--- config.mk ---
export PLATFORM = sky130hd
export DESIGN_NAME = sync_word_inserter_flat
export DESIGN_NICKNAME = d
export VERILOG_FILES = /design/src/rtl/sync_word_inserter_if.sv /design/src/rtl/sync_word_inserter.sv /design/src/flat_wrapper.sv
export SDC_FILE = /design/constraint.sdc
export NUM_CORES = 1
export LEC_CHECK = 0
export BUFFER_PORTS_ARGS = -buffer_cell sky130_fd_sc_hd__buf_4
export CELL_PAD_IN_SITES_DETAIL_PLACEMENT = 0
export CELL_PAD_IN_SITES_GLOBAL_PLACEMENT = 1
export CORE_MARGIN = 3
export CORE_UTILIZATION = 40
export DETAILED_ROUTE_END_ITERATION = 8
export PLACE_DENSITY_LB_ADDON = 0.1
export SYNTH_ARGS = -nofsm -noshare
export SYNTH_HDL_FRONTEND = slang
export SYNTH_SLANG_ARGS = --single-unit
--- constraint.sdc ---
create_clock -name clk -period 5.4 [get_ports clk]
set_clock_uncertainty 0.05 [all_clocks]
set_input_delay 0.54 -clock clk [delete_from_list [all_inputs] [get_ports clk]]
set_output_delay 0.54 -clock clk [all_outputs]
set_load 0.01 [all_outputs]
--- src/rtl/sync_word_inserter_if.sv ---
// sync_word_inserter_if: bit-serial framer bus.
// Groups the payload input handshake, the framed output handshake and the
// frame status outputs of sync_word_inserter. The master modport is the
// framer itself; the slave modport is the surrounding source/sink.
`default_nettype none

interface sync_word_inserter_if #(
  parameter int FRAME_CNT_W = 16
) ();

  // payload side
  logic                   in_bit;
  logic                   in_valid;
  logic                   in_ready;

  // framed bitstream side
  logic                   out_bit;
  logic                   out_valid;
  logic                   out_ready;

  // status
  logic                   frame_start;
  logic [FRAME_CNT_W-1:0] frame_count;

  modport master (
    input  in_bit,
    input  in_valid,
    output in_ready,
    output out_bit,
    output out_valid,
    input  out_ready,
    output frame_start,
    output frame_count
  );

  modport slave (
    output in_bit,
    output in_valid,
    input  in_ready,
    input  out_bit,
    input  out_valid,
    output out_ready,
    input  frame_start,
    input  frame_count
  );

endinterface

`default_nettype wire

--- src/rtl/sync_word_inserter.sv ---
// sync_word_inserter: transmit-side framer.
// Emits frames of SYNC_WORD (MSB first) followed by exactly PAYLOAD_BITS
// payload bits taken from a bit-serial valid/ready source, through a single
// registered output stage with valid/ready backpressure.
// Optional build macro SYNC_INS_SCRAMBLE_EN: XOR the payload (never the sync
// word) with the CCSDS pseudo-noise sequence x^8+x^7+x^5+x^3+1, reseeded to
// 8'hFF at the start of every payload section.
`default_nettype none

module sync_word_inserter #(
  parameter int                  SYNC_LEN     = 8,
  parameter logic [SYNC_LEN-1:0] SYNC_WORD    = 8'h27,
  parameter int                  PAYLOAD_BITS = 72,
  parameter int                  FRAME_CNT_W  = 16
) (
  input  wire logic             clk,
  input  wire logic             sys_rst_n,
  sync_word_inserter_if.master  bus
);

  // Bit index counter covers both the sync word and the payload section.
  localparam int MAX_LEN  = (SYNC_LEN > PAYLOAD_BITS) ? SYNC_LEN : PAYLOAD_BITS;
  localparam int CNT_W    = (MAX_LEN > 1) ? $clog2(MAX_LEN) : 1;
  localparam int SYNC_TBL = 1 << CNT_W;

  localparam logic [CNT_W-1:0] SYNC_LAST = CNT_W'(SYNC_LEN - 1);
  localparam logic [CNT_W-1:0] PAY_LAST  = CNT_W'(PAYLOAD_BITS - 1);
  localparam logic [CNT_W-1:0] CNT_ONE   = CNT_W'(1);

  typedef enum logic [1:0] {
    IDLE,
    SYNC,
    PAYLOAD,
    DRAIN
  } state_t;

  state_t                 state_reg, state_next;
  logic [CNT_W-1:0]       bit_cnt_reg, bit_cnt_next;
  logic                   out_bit_reg, out_bit_next;
  logic                   out_valid_reg, out_valid_next;
  logic                   frame_start_reg, frame_start_next;
  logic [FRAME_CNT_W-1:0] frame_count_reg, frame_count_next;

  logic                   load_en;
  logic                   in_ready;
  logic                   in_hs;
  logic                   out_hs;
  logic                   scramble_bit;

  // Sync word re-ordered so that table entry k is the k-th transmitted bit.
  // The table is padded to the full counter range so any counter value
  // indexes a defined entry.
  logic [SYNC_TBL-1:0]    sync_tbl;

  for (genvar gi = 0; gi < SYNC_TBL; gi++) begin : g_sync_tbl
    if (gi < SYNC_LEN) begin : g_used
      assign sync_tbl[gi] = SYNC_WORD[SYNC_LEN-1-gi];
    end else begin : g_pad
      assign sync_tbl[gi] = 1'b0;
    end
  end

  // The output register may take a new bit when it is empty or being drained.
  assign load_en = !out_valid_reg || bus.out_ready;
  assign in_hs   = bus.in_valid && in_ready;
  assign out_hs  = out_valid_reg && bus.out_ready;

`ifdef SYNC_INS_SCRAMBLE_EN
  // Fibonacci window of the PN sequence: bit 7 is the current chip, bit 0
  // the newest. Next chip a(n+8) = a(n+7) ^ a(n+5) ^ a(n+3) ^ a(n).
  logic [7:0] lfsr_reg, lfsr_next;

  assign scramble_bit = lfsr_reg[7];

  // Hold the seed outside the payload section; step once per accepted bit.
  always_comb begin
    lfsr_next = lfsr_reg;
    if (state_reg != PAYLOAD) begin
      lfsr_next = 8'hFF;
    end else if (in_hs) begin
      lfsr_next = {lfsr_reg[6:0], lfsr_reg[0] ^ lfsr_reg[2] ^ lfsr_reg[4] ^ lfsr_reg[7]};
    end
  end

  // PN generator state register.
  always_ff @(posedge clk) begin
    if (!sys_rst_n) begin
      lfsr_reg <= 8'hFF;
    end else begin
      lfsr_reg <= lfsr_next;
    end
  end
`else
  assign scramble_bit = 1'b0;
`endif

  // Framing FSM: next state, output-register load values and counters.
  always_comb begin
    state_next       = state_reg;
    bit_cnt_next     = bit_cnt_reg;
    out_bit_next     = out_bit_reg;
    out_valid_next   = out_valid_reg;
    frame_start_next = 1'b0;
    frame_count_next = frame_count_reg;
    in_ready         = 1'b0;

    case (state_reg)
      IDLE: begin
        // A pending payload bit only triggers the frame; it is not consumed.
        if (bus.in_valid) begin
          state_next   = SYNC;
          bit_cnt_next = '0;
        end
      end

      SYNC: begin
        // The sync word runs to completion regardless of in_valid.
        if (load_en) begin
          out_bit_next     = sync_tbl[bit_cnt_reg];
          out_valid_next   = 1'b1;
          frame_start_next = (bit_cnt_reg == '0);
          if (bit_cnt_reg == SYNC_LAST) begin
            state_next   = PAYLOAD;
            bit_cnt_next = '0;
          end else begin
            bit_cnt_next = bit_cnt_reg + CNT_ONE;
          end
        end
      end

      PAYLOAD: begin
        in_ready = load_en;
        if (load_en) begin
          if (bus.in_valid) begin
            out_bit_next   = bus.in_bit ^ scramble_bit;
            out_valid_next = 1'b1;
            if (bit_cnt_reg == PAY_LAST) begin
              state_next   = DRAIN;
              bit_cnt_next = '0;
            end else begin
              bit_cnt_next = bit_cnt_reg + CNT_ONE;
            end
          end else begin
            // Underrun: leave a gap but keep the payload position.
            out_valid_next = 1'b0;
          end
        end
      end

      DRAIN: begin
        // The last payload bit sits in the output register. When it leaves,
        // either start the next frame in the same cycle or go idle.
        if (out_hs) begin
          frame_count_next = frame_count_reg + FRAME_CNT_W'(1);
          if (bus.in_valid) begin
            out_bit_next     = sync_tbl[0];
            out_valid_next   = 1'b1;
            frame_start_next = 1'b1;
            state_next       = SYNC;
            bit_cnt_next     = CNT_ONE;
          end else begin
            out_valid_next = 1'b0;
            state_next     = IDLE;
            bit_cnt_next   = '0;
          end
        end
      end

      default: begin
        state_next   = IDLE;
        bit_cnt_next = '0;
      end
    endcase
  end

  // State, counter and output-stage registers; reset aborts any frame.
  always_ff @(posedge clk) begin
    if (!sys_rst_n) begin
      state_reg       <= IDLE;
      bit_cnt_reg     <= '0;
      out_bit_reg     <= 1'b0;
      out_valid_reg   <= 1'b0;
      frame_start_reg <= 1'b0;
      frame_count_reg <= '0;
    end else begin
      state_reg       <= state_next;
      bit_cnt_reg     <= bit_cnt_next;
      out_bit_reg     <= out_bit_next;
      out_valid_reg   <= out_valid_next;
      frame_start_reg <= frame_start_next;
      frame_count_reg <= frame_count_next;
    end
  end

  assign bus.in_ready    = in_ready;
  assign bus.out_bit     = out_bit_reg;
  assign bus.out_valid   = out_valid_reg;
  assign bus.frame_start = frame_start_reg;
  assign bus.frame_count = frame_count_reg;

endmodule

`default_nettype wire

--- src/flat_wrapper.sv ---
// flat-port wrapper written by rule: the top's interface ports become plain ports
module sync_word_inserter_flat 
#(
  parameter int                  SYNC_LEN     = 8,
  parameter logic [SYNC_LEN-1:0] SYNC_WORD    = 8'h27,
  parameter int                  PAYLOAD_BITS = 72,
  parameter int                  FRAME_CNT_W  = 16
)
  (clk, sys_rst_n, bus_in_bit, bus_in_valid, bus_in_ready, bus_out_bit, bus_out_valid, bus_out_ready, bus_frame_start, bus_frame_count);
  sync_word_inserter_if #(.FRAME_CNT_W(FRAME_CNT_W)) bus_i ();
  input  wire logic clk;
  input  wire logic sys_rst_n;
  input wire logic [$bits(bus_i.in_bit)-1:0] bus_in_bit;
  input wire logic [$bits(bus_i.in_valid)-1:0] bus_in_valid;
  output wire logic [$bits(bus_i.in_ready)-1:0] bus_in_ready;
  output wire logic [$bits(bus_i.out_bit)-1:0] bus_out_bit;
  output wire logic [$bits(bus_i.out_valid)-1:0] bus_out_valid;
  input wire logic [$bits(bus_i.out_ready)-1:0] bus_out_ready;
  output wire logic [$bits(bus_i.frame_start)-1:0] bus_frame_start;
  output wire logic [$bits(bus_i.frame_count)-1:0] bus_frame_count;
  assign bus_i.in_bit = bus_in_bit;
  assign bus_i.in_valid = bus_in_valid;
  assign bus_in_ready = bus_i.in_ready;
  assign bus_out_bit = bus_i.out_bit;
  assign bus_out_valid = bus_i.out_valid;
  assign bus_i.out_ready = bus_out_ready;
  assign bus_frame_start = bus_i.frame_start;
  assign bus_frame_count = bus_i.frame_count;
  sync_word_inserter #(.SYNC_LEN(SYNC_LEN), .SYNC_WORD(SYNC_WORD), .PAYLOAD_BITS(PAYLOAD_BITS), .FRAME_CNT_W(FRAME_CNT_W)) u_core (.clk(clk), .sys_rst_n(sys_rst_n), .bus(bus_i));
endmodule
# Word-level counts from Yosys, hierarchy flattened
# Memory sizes are Yosys's and may differ from the RTL's. A register that Yosys moved wholly into a read port is not among the register bits.
# Cells that the tools add are included.
dict set report word_totals {
  romBits 128
  reg_bits 28
  output_inout_bits 20
  wordCells 70
  n_memories 1
  in_bits 5
}
dict set report classes {
  n_addsub 2
  n_lt_le_gt_ge 1
  n_eq_ne 13
  mux 36
  reduce_logical 11
}
# name depth word_bits read_ports rd_clocked_by_memory_dff write_ports line_no
set mem_list {}
lappend mem_list {{(name not given)} 128 1 1 1 0 sync_word_inserter.sv:119} ;# out_bit_next = sync_tbl[bit_cnt_reg];
# operator count
set ops {}
lappend ops {{7-bit two-way mux} 9}
lappend ops {{7-bit case mux with 4 select lines} 1}
lappend ops {{16-bit by 1-bit adder with 16-bit output, second input constant} 1}
lappend ops {{1-bit two-way mux} 15}
lappend ops {{2-bit two-way mux} 7}
lappend ops {{2-bit by 1-bit != test with 1-bit output, second input constant} 5}
lappend ops {{7-bit by 8-bit < comparator with 1-bit output, second input constant} 1}
lappend ops {{2-bit case mux with 4 select lines} 1}
lappend ops {{7-bit by 1-bit adder with 7-bit output, second input constant} 1}
lappend ops {{7-bit by 3-bit equality test with 1-bit output, second input constant} 1}
lappend ops {{7-bit equality test, second input constant} 1}
lappend ops {{7-bit logical NOT} 1}
lappend ops {{7-bit AND reduction} 1}
lappend ops {{2-bit != test, second input constant} 3}
lappend ops {{1-bit case mux with 3 select lines} 2}
lappend ops {{6-bit AND reduction} 1}
lappend ops {{5-bit AND reduction} 1}
lappend ops {{2-bit equality test, second input constant} 2}
lappend ops {{4-bit AND reduction} 1}
lappend ops {{3-bit nonzero test} 1}
lappend ops {{2-bit by 1-bit equality test with 1-bit output, second input constant} 1}
lappend ops {{2-bit logical NOT} 1}
lappend ops {{1-bit case mux with 2 select lines} 1}
lappend ops {{2-bit AND reduction} 1}
lappend ops {{other kinds (3)} 3}

# Depth between registers and ports, before layout
# Gate-level depths: netlist of the first run.
dict set report logic_depth {
  ltp_word 7
  ltp_mapped 8
  ltp_nobuf 7
}

# Least setup slack after synthesis of the first run
# Ideal clock, no wire load.
dict set report synth_path {
  path_kind {register -> register}
  start {register u_core.state_reg[0]}
  end {register (tool-made name)}
  synth_period_minus_slack_ps 2192
  arrival_time_ps 2076
  slack_ps 3208
  stages_incl_launch_ff 9
  required_time_ps 5284
  setup_ps 66
  n_path_buf 1
  path_cell_list {dfxtp_1 > inv_1 > ha_1 > buf_6 > o21bai_1 > o31a_1 > mux2_4 > or3b_1 > a2bb2oi_2}
}
# element line_no
set synth_rtl {}
lappend synth_rtl {{start: declaration} sync_word_inserter.sv:37} ;# state_t state_reg, state_next;
lappend synth_rtl {{start signal: assignment} sync_word_inserter.sv:186} ;# state_reg <= state_next;

==> impl_metrics.csv, run 1 <==
group,metric,value,unit
global_routing,grtUsageMet1,17.6,%
die,die_area,0.00488,mm^2
cells_and_area,area_growth,19.7,%
cts,cts.sinks,29,
route,num_vias,1364,
cts,cts_setup_buffers,0,
sta,max_freq,402,MHz
yosys,synth_top_area_cell,"dfxtp_1",
die,ios,25,
hold_path,hold_class,"flip-flop to flip-flop",
sta,report.final.hold_viol_count,0,
placement,post-dp-hpwl,2570,um
global_routing,antenna_found_initial,0,
pwr,peakVddDrop,0.000331,V
die,rows,22,
route,viasPerCell,5.33,
sta,tightest_slew,0.494,ns
cells_and_area,final_layout_size_suffix_gt1_share,18.8,%
sta,period_needed,2.49,ns
cells_and_area,num-nets-final,220,
pwr,powerDensity,373,mW/mm^2
global_routing,busiest_layer,"met2",
cells_and_area,final_cell_mix,"dfxtp_1, buf_4, nor2_1",
cells_and_area,utilization,51.4,%
route,dr.pass1.iters,4,
global_routing,grt_overflow_total,0,
yosys,ys.warnings.count,0,
cts,cts_made_buffers,5,
global_routing,grt_max_degree,21,
cts,clk_latency,0.28,ns
global_routing,use_met2,23.8,%
die,die_y,69.8,um
setup_path,required,5.57,ns
placement,io_buffers,24,
die,core_region_area,0.00380,mm^2
status,outcome,"completed",
cts,h-tree-depth,2,
sta,finalSetupViolCount,0,
route,wl_per_cell,13.5,um
cts,cts.clk_slew.worst_paths,0.06,ns
yosys,synth_area_leaders,"dfxtp_1, ha_1, xor2_1, and2_1, xnor2_1",
yosys,synthesis.area,0.00163,mm^2
cells_and_area,diodes,0,
setup_path,critical_path_class,"flip-flop to flip-flop",
global_routing,grt_use_total,14.8,%
cells_and_area,num-fill-cells,347,
setup_path,crit_path_max_fanout,10,
route,final_antenna_net_count,0,
global_routing,grt_first_pass_wirelength,5710,um
global_routing,grt_pass1_vias,1248,
yosys,syn_area_per_cell,8.96,um^2
yosys,syn-num-nets,195,
cts,cts_root_buf,"clkbuf_8",
route,wl,3450,um
cts,cts_tree,"built",
yosys,yosysUniqueCellTypes,49,
global_routing,met3_usage,5.65,%
die,start_util,42.9,%
yosys,seq_area_frac_synth,35.6,%
sta,fin_setup_tns,0,ns
route,drtIter0Drc,96,
route,route.detailed.drc,0,
yosys,synth_top_area_share,35.6,%
cts,postCtsHoldBufs,0,
setup_path,end_kind,"flip-flop",
sta,drv_slew,0,
yosys,synthCells,182,
setup_path,crit_path_start_kind,"flip-flop",
pwr,p_leak,0.788,nW
run,maxCapViolations,0,
cells_and_area,largest_reg_flops,16,
die,die_w,69.8,um
cts,cts_resized,0,
yosys,synth.ff_latch_count,29,
placement,gp_congestion,0.825,
cts,ctsLongestPathBuffers,2,
sta,maxSlewHeadroom,66.9,%
setup_path,cp.arrival,2.66,ns
sta,rsz0062_at_grt,"false",
cells_and_area,final_common_cell,"dfxtp_1",
sta,timing.final.crit_share,46.0,%
pwr,power,0.729,mW
synthesized netlist by cell type, drive strengths merged:
library cell	number
a221oi	1
mux2i	2
or3b	1
o21a	4
o22ai	1
a21oi	3
o32ai	1
and3b	1
o31ai	1
ha	8
and2	10
a21boi	4
o21bai	1
o221ai	2
xnor2	7
o21ba	1
o311ai	1
nor4b	2
mux2	1
nor3	9
o21ai	7
nand2	9
or3	5
nand4b	2
nand3	5
a31oi	1
a21o	1
nor4	2
and4	1
inv	9
buf	3
a2bb2oi	1
and3	5
clkbuf	3
or4	1
xor2	8
a211oi	5
nor2	15
nand4	5
dfxtp	29
nand2b	2
nor2b	1
o31a	1
kinds of logic after synthesis:
family	after synthesis	share of synthesized area, %
buffers and inverters	15	4.22
AO/OA/AOI/OAI	36	16.3
flip-flops	29	35.6
adder cells (fa/ha/maj)	8	6.14
AND/OR/NAND/NOR	76	27.6
multiplexers	3	2.15
XOR/XNOR	15	8.06
worst paths after layout:
check	endpoint	cells past startpoint	slack [ns]	startpoint
setup reg to reg	flip-flop	7	2.91	u_core.state_reg[0]
hold / removal	u_core.bus.out_bit	2	0.41	u_core.bus.out_bit
setup / recovery	flip-flop	7	2.91	u_core.state_reg[0]
hold reg to reg	u_core.bus.out_bit	2	0.41	u_core.bus.out_bit
layer usage:
metal  routed length [um]  vias up  part of all wire (%)
li1                     -      703                     -
met5                    0        -                     0
met3                  180        6                   5.2
met2                 1650       33                    48
met4                   58        0                   1.7
met1                 1550      622                    45
critical path, stage by stage, from the launching register on:
cell       delay (ns)
dfxtp_1          0.36
inv_1            0.11
ha_1             0.37
o21bai_1         0.32
o31a_1           0.37
mux2_4           0.34
or3b_1           0.36
a2bb2oi_2        0.13
layout make-up:
class                      instances  area, um^2  share of cell area [%]
tap                               48        60.1                    3.08
inverter                           9        33.8                    1.73
clock buffer                       7        86.3                    4.42
multi-input combinational        138         981                    50.3
clock inverter                     1        30.0                    1.54
timing repair buffer              24         180                    9.23
sequential                        29         581                    29.7
where the power goes:
group	internal, mW	switching [mW]
sequential	0.229	0.0149
combinational	0.100	0.149
clock	0.150	0.0852
through the flow:
stage               instances  area [um^2]  hold slack, ns  setup slack [ns]
floorplan                 182         1630           0.428              3.21
global placement          248         1840           0.399              3.07
detailed placement        248         1840           0.405              2.95
CTS                       256         1950           0.413              2.94
global route              256         1950           0.460              2.80
finish                    256         1950           0.410              2.91
Power figures use the tool's default switching activity.
==> run 2, diff against run 1 <==
==> constraint.sdc (replaced) <==
create_clock -name clk -period 2.4 [get_ports clk]
set_clock_uncertainty 0.05 [all_clocks]
set_input_delay 0.24 -clock clk [delete_from_list [all_inputs] [get_ports clk]]
set_output_delay 0.24 -clock clk [all_outputs]
set_load 0.01 [all_outputs]
==> run 2 against run 1 <==
Final area grew 1.2%. Maximum frequency grew 17%. Critical path depth is the same. Cell count grew 1.2%. Worst hold slack lost 0.21 ns. Combinational power grew 130%. Count of clock-buffer cells in the layout is the same. Register-to-register slack lost 2.6 ns. Die area is the same. Power grew 130%. Sequential share of layout area shrank 0.34 points.
==> impl_metrics.csv, run 2 (synthesis gave the netlist of run 1 again) <==
group,metric,value,unit
sta,report.final.hold_viol_count,0,
pwr,peakVddDrop,0.000560,V
cts,postCtsHoldBufs,0,
run,maxCapViolations,0,
cells_and_area,multi_input_area,981,um^2
sta,period_needed,2.13,ns
sta,fin_ws,0.267,ns
cts,h-tree-depth,2,
setup_path,crit_path_start_kind,"flip-flop",
sta,tightest_slew,0.498,ns
setup_path,reg2reg_slack,0.27,ns
route,met1_length,1600,um
placement,post-dp-hpwl,2520,um
cells_and_area,num-fill-cells,356,
sta,maxSlewHeadroom,66.6,%
placement,gp_congestion,0.861,
cts,cts_made_buffers,5,
setup_path,crit_path_max_fanout,10,
cts,cts_resized,0,
placement,pre_cts_slack,0.284,ns
route,top_layer,"met4",
route,route.detailed.drc,0,
cts,cts_tree,"built",
cts,ctsLongestPathBuffers,2,
status,outcome,"completed",
cells_and_area,ff_latch_area,581,um^2
setup_path,regToRegStartpoint,"u_core.state_reg[1]",
global_routing,grt_use_total,14.7,%
route,wl_per_cell,13.2,um
route,final_antenna_net_count,0,
cts,cts_setup_buffers,0,
cells_and_area,largest_reg_flops,16,
die,rows,22,
die,die_area,0.00488,mm^2
die,die_w,69.8,um
setup_path,critPathLaunch,"u_core.state_reg[1]",
sta,rsz0062_at_grt,"false",
die,start_util,42.9,%
sta,fin_setup_tns,0,ns
setup_path,reg2reg_depth,7,
cells_and_area,num-nets-final,223,
global_routing,grt_overflow_total,0,
route,drtIter0Drc,69,
sta,max_freq,469,MHz
route,num_vias,1385,
cts,cts.clk_slew.worst_paths,0.07,ns
hold_path,hold_class,"input port to flip-flop",
route,wl_met2,1600,um
cts,cts_root_buf,"clkbuf_8",
die,core_region_area,0.00380,mm^2
route,met3_wirelength,177,um
route,viasPerCell,5.35,
cts,cts.sinks,29,
cells_and_area,final_common_cell,"dfxtp_1",
global_routing,grt_max_degree,21,
pwr,powerDensity,834,mW/mm^2
setup_path,critical_path_class,"flip-flop to flip-flop",
route,dr.pass1.iters,4,
setup_path,cp.arrival,2.31,ns
die,ios,25,
sta,drv_slew,0,
pwr,p_leak,0.804,nW
cells_and_area,final_layout_size_suffix_gt1_share,19.9,%
placement,io_buffers,24,
hold_path,whs_path_depth,3,
sta,timing.final.crit_share,88.9,%
global_routing,grt_pass1_vias,1286,
setup_path,required,2.57,ns
cells_and_area,diodes,0,
cells_and_area,area_growth,21.1,%
cts,clk_latency,0.28,ns
die,die_y,69.8,um
route,wl,3420,um
sta,finalSetupViolCount,0,
global_routing,antenna_found_initial,0,
cells_and_area,final_cell_mix,"dfxtp_1, buf_4, nor2_1",
setup_path,end_kind,"flip-flop",
global_routing,grt_first_pass_wirelength,5800,um
==> run 2: layout make-up <==
cell class                      instances  area share [%]
Clock buffer                            7            4.37
Clock inverter                          1            1.52
Inverter                                9            1.71
Multi-Input combinational cell        138            49.7
Sequential cell                        29            29.4
Tap cell                               48            3.04
Timing Repair Buffer                   27            10.3
==> run 2: per-stage QoR <==
stage | cells | total power, mW | instance area, um^2 | utilization, % | hold WS [ns]
after floorplan | 182 | 0.995 | 1630 | - | 0.343
after global placement | 251 | 1.12 | 1860 | 48.9 | 0.393
after detailed placement | 251 | 1.13 | 1860 | 48.9 | 0.400
after CTS | 259 | 1.66 | 1970 | 52.0 | 0.193
after global routing | 259 | 1.75 | 1970 | 52.0 | 0.217
final | 259 | 1.65 | 1970 | 52.0 | 0.205
==> run 2: worst min-delay path by stage <==
stage	slack [ns]	end	start
after CTS	0.19	u_core.bus.frame_start	bus_out_ready
final	0.20	u_core.bus.frame_start	bus_out_ready
after detailed placement	0.40	u_core.bus.out_bit	u_core.bus.out_bit
after global placement	0.39	u_core.bus.out_bit	u_core.bus.out_bit
after global routing	0.22	u_core.bus.frame_start	bus_out_ready
after floorplan	0.34	u_core.bus.frame_start	bus_out_ready
==> run 2: power by group <==
group	internal (mW)	switching, mW	total [mW]
logic	0.244	0.330	0.574
registers	0.516	0.0327	0.548
clock network	0.338	0.186	0.524
total	1.10	0.548	1.65
==> run 2: routing by layer <==
layer / up-vias / track usage [%]
met1: 635 / 18.4
met3: 5 / 4.93
li1: 710 / -
met4: 0 / 4.68
met5: - / 0
met2: 35 / 23.5
==> run 2: critical path, cell delays in order, from the launching register on <==
cell       delay (ns)
dfxtp_1          0.37
ha_1             0.40
nor2_1           0.15
o31a_1           0.29
buf_4            0.17
o32ai_1          0.13
or3b_1           0.39
a2bb2oi_2        0.13
==> run 3, diff against run 2 <==
--- a/config.mk
+++ b/config.mk
@@ -5,12 +5,12 @@
 export SDC_FILE = /design/constraint.sdc
 export NUM_CORES = 1
 export LEC_CHECK = 0
-export BUFFER_PORTS_ARGS = -buffer_cell sky130_fd_sc_hd__buf_4
 export CELL_PAD_IN_SITES_DETAIL_PLACEMENT = 0
 export CELL_PAD_IN_SITES_GLOBAL_PLACEMENT = 1
 export CORE_MARGIN = 3
 export CORE_UTILIZATION = 40
 export DETAILED_ROUTE_END_ITERATION = 8
+export DONT_BUFFER_PORTS = 1
 export PLACE_DENSITY_LB_ADDON = 0.1
 export SYNTH_ARGS = -nofsm -noshare
 export SYNTH_HDL_FRONTEND = slang
==> run 3 against run 2 <==
Power decreased by 0.37%. Global-route usage increased by 0.29 points. Register-to-register slack got worse by 0.11 ns. Routed wire length decreased by 0.15%. Via count decreased by 2.7%. Worst hold slack got worse by 0.17 ns. Highest routed layer unchanged. Setup slack got worse by 0.11 ns. Largest cell class unchanged.
==> impl_metrics.csv, run 3 (synthesis gave the netlist of run 1 again) <==
group,metric,value,unit
status,outcome,"completed",
cts,clk_latency,0.28,ns
cts,cts_setup_buffers,0,
sta,max_freq,447,MHz
route,final_antenna_net_count,0,
sta,fin_setup_tns,0,ns
pwr,powerDensity,910,mW/mm^2
setup_path,cp.arrival,2.41,ns
cells_and_area,final_cell_mix,"dfxtp_1, nor2_1, and2_1",
sta,tightest_slew,0.438,ns
cts,ctsLongestPathBuffers,2,
placement,io_buffers,0,
cts,cts_made_buffers,5,
route,wl,3410,um
die,die_w,69.8,um
setup_path,cp.buffers_inverters,1,
cells_and_area,diodes,0,
sta,drv_slew,0,
global_routing,grt_max_degree,21,
global_routing,grt_first_pass_wirelength,5930,um
hold_path,hold_class,"input port to flip-flop",
die,core_region_area,0.00380,mm^2
cells_and_area,final_cells,236,
cells_and_area,ff_latch_area,581,um^2
setup_path,crit_path_start_kind,"flip-flop",
sta,timing.final.crit_share,93.3,%
cells_and_area,area_growth,10.5,%
die,die_area,0.00488,mm^2
cts,postCtsHoldBufs,0,
placement,gp_congestion,0.850,
setup_path,max_stage_delay,0.36,ns
cts,cts.sinks,29,
placement,post-dp-hpwl,2520,um
cells_and_area,num-fill-cells,361,
cts,cts_resized,0,
sta,rsz0062_at_grt,"false",
sta,period_needed,2.24,ns
die,rows,22,
placement,placed_cells_incl_taps,228,
route,num_vias,1348,
cells_and_area,largest_reg_flops,16,
cts,h-tree-depth,2,
route,viasPerCell,5.71,
cts,cts_root_buf,"clkbuf_8",
setup_path,required,2.57,ns
route,dr.pass1.iters,4,
sta,finalSetupViolCount,0,
setup_path,critical_path.top_delay_family,"compound AO/OA/AOI/OAI gates",
cells_and_area,num-nets-final,200,
cells_and_area,multi_input_area,981,um^2
setup_path,crit_path_top_delay_cell,"dfxtp_1",
setup_path,critical_path_class,"flip-flop to flip-flop",
route,route.detailed.drc,0,
die,ios,25,
setup_path,crit_path_max_fanout,6,
global_routing,grt_overflow_total,0,
setup_path,crit_chain,"inv_1 > ha_1 > o21bai_1 > o31a_1 > mux2_4 > or3b_1 > a2bb2oi_2",
cells_and_area,final_common_cell,"dfxtp_1",
route,drtIter0Drc,25,
cts,cts_tree,"built",
setup_path,end_kind,"flip-flop",
global_routing,grt_pass1_vias,1311,
run,maxCapViolations,0,
cts,cts.clk_slew.worst_paths,0.07,ns
pwr,p_leak,0.681,nW
sta,report.final.hold_viol_count,0,
cells_and_area,final_layout_size_suffix_gt1_share,10.1,%
global_routing,grt_use_total,14.9,%
route,wl_per_cell,14.5,um
pwr,peakVddDrop,0.000626,V
sta,maxSlewHeadroom,70.8,%
global_routing,antenna_found_initial,0,
die,start_util,42.9,%
die,die_y,69.8,um
pwr,power,1.64,mW
run 3: changes by cell type in the layout (fill, tap and decap cells not counted):
cell | previous run | this run
buf_4 | 27 | 4
run 3: per-layer routing:
| layer | up-vias | share of wire [%] | track usage (%) | wire [um] |
|---|---|---|---|---|
| met3 | 9 | 4.4 | 5.22 | 149 |
| met4 | 0 | 2.5 | 9.15 | 85 |
| li1 | 667 | - | - | - |
| met2 | 40 | 48 | 23.2 | 1620 |
| met5 | - | 0 | 0 | 0 |
| met1 | 632 | 46 | 17.5 | 1560 |
run 3: power by group:
part	leakage, nW	internal (mW)	switching, mW
Combinational	0.388	0.232	0.326
Clock	0.0585	0.338	0.187
Sequential	0.234	0.516	0.0408
run 3: worst paths after layout:
path                        from                    end  slack (ns)  cells after the start
max          u_core.state_reg[0]              flip-flop        0.16                      7
min                    sys_rst_n  u_core.bit_cnt_reg[2]        0.03                      1
max reg2reg  u_core.state_reg[0]              flip-flop        0.16                      7
min reg2reg   u_core.bus.out_bit     u_core.bus.out_bit        0.46                      2
run 3: through the flow:
step / cell area (um^2) / hold WS (ns) / setup WS [ns] / utilization (%)
after global routing: 1800 / 0.0229 / 0.0435 / 47.4
final: 1800 / 0.0300 / 0.162 / 47.4
after CTS: 1800 / 0.0252 / 0.169 / 47.4
after floorplan: 1630 / 0.343 / 0.208 / -
after global placement: 1690 / 0.315 / 0.256 / 44.4
after detailed placement: 1690 / 0.319 / 0.194 / 44.4
run 3: area by class of cell:
class	instances	share of cell area, %
multi-input combinational	138	54.4
timing repair buffer	4	1.67
inverter	9	1.87
clock inverter	1	1.67
tap	48	3.33
sequential	29	32.2
clock buffer	7	4.79
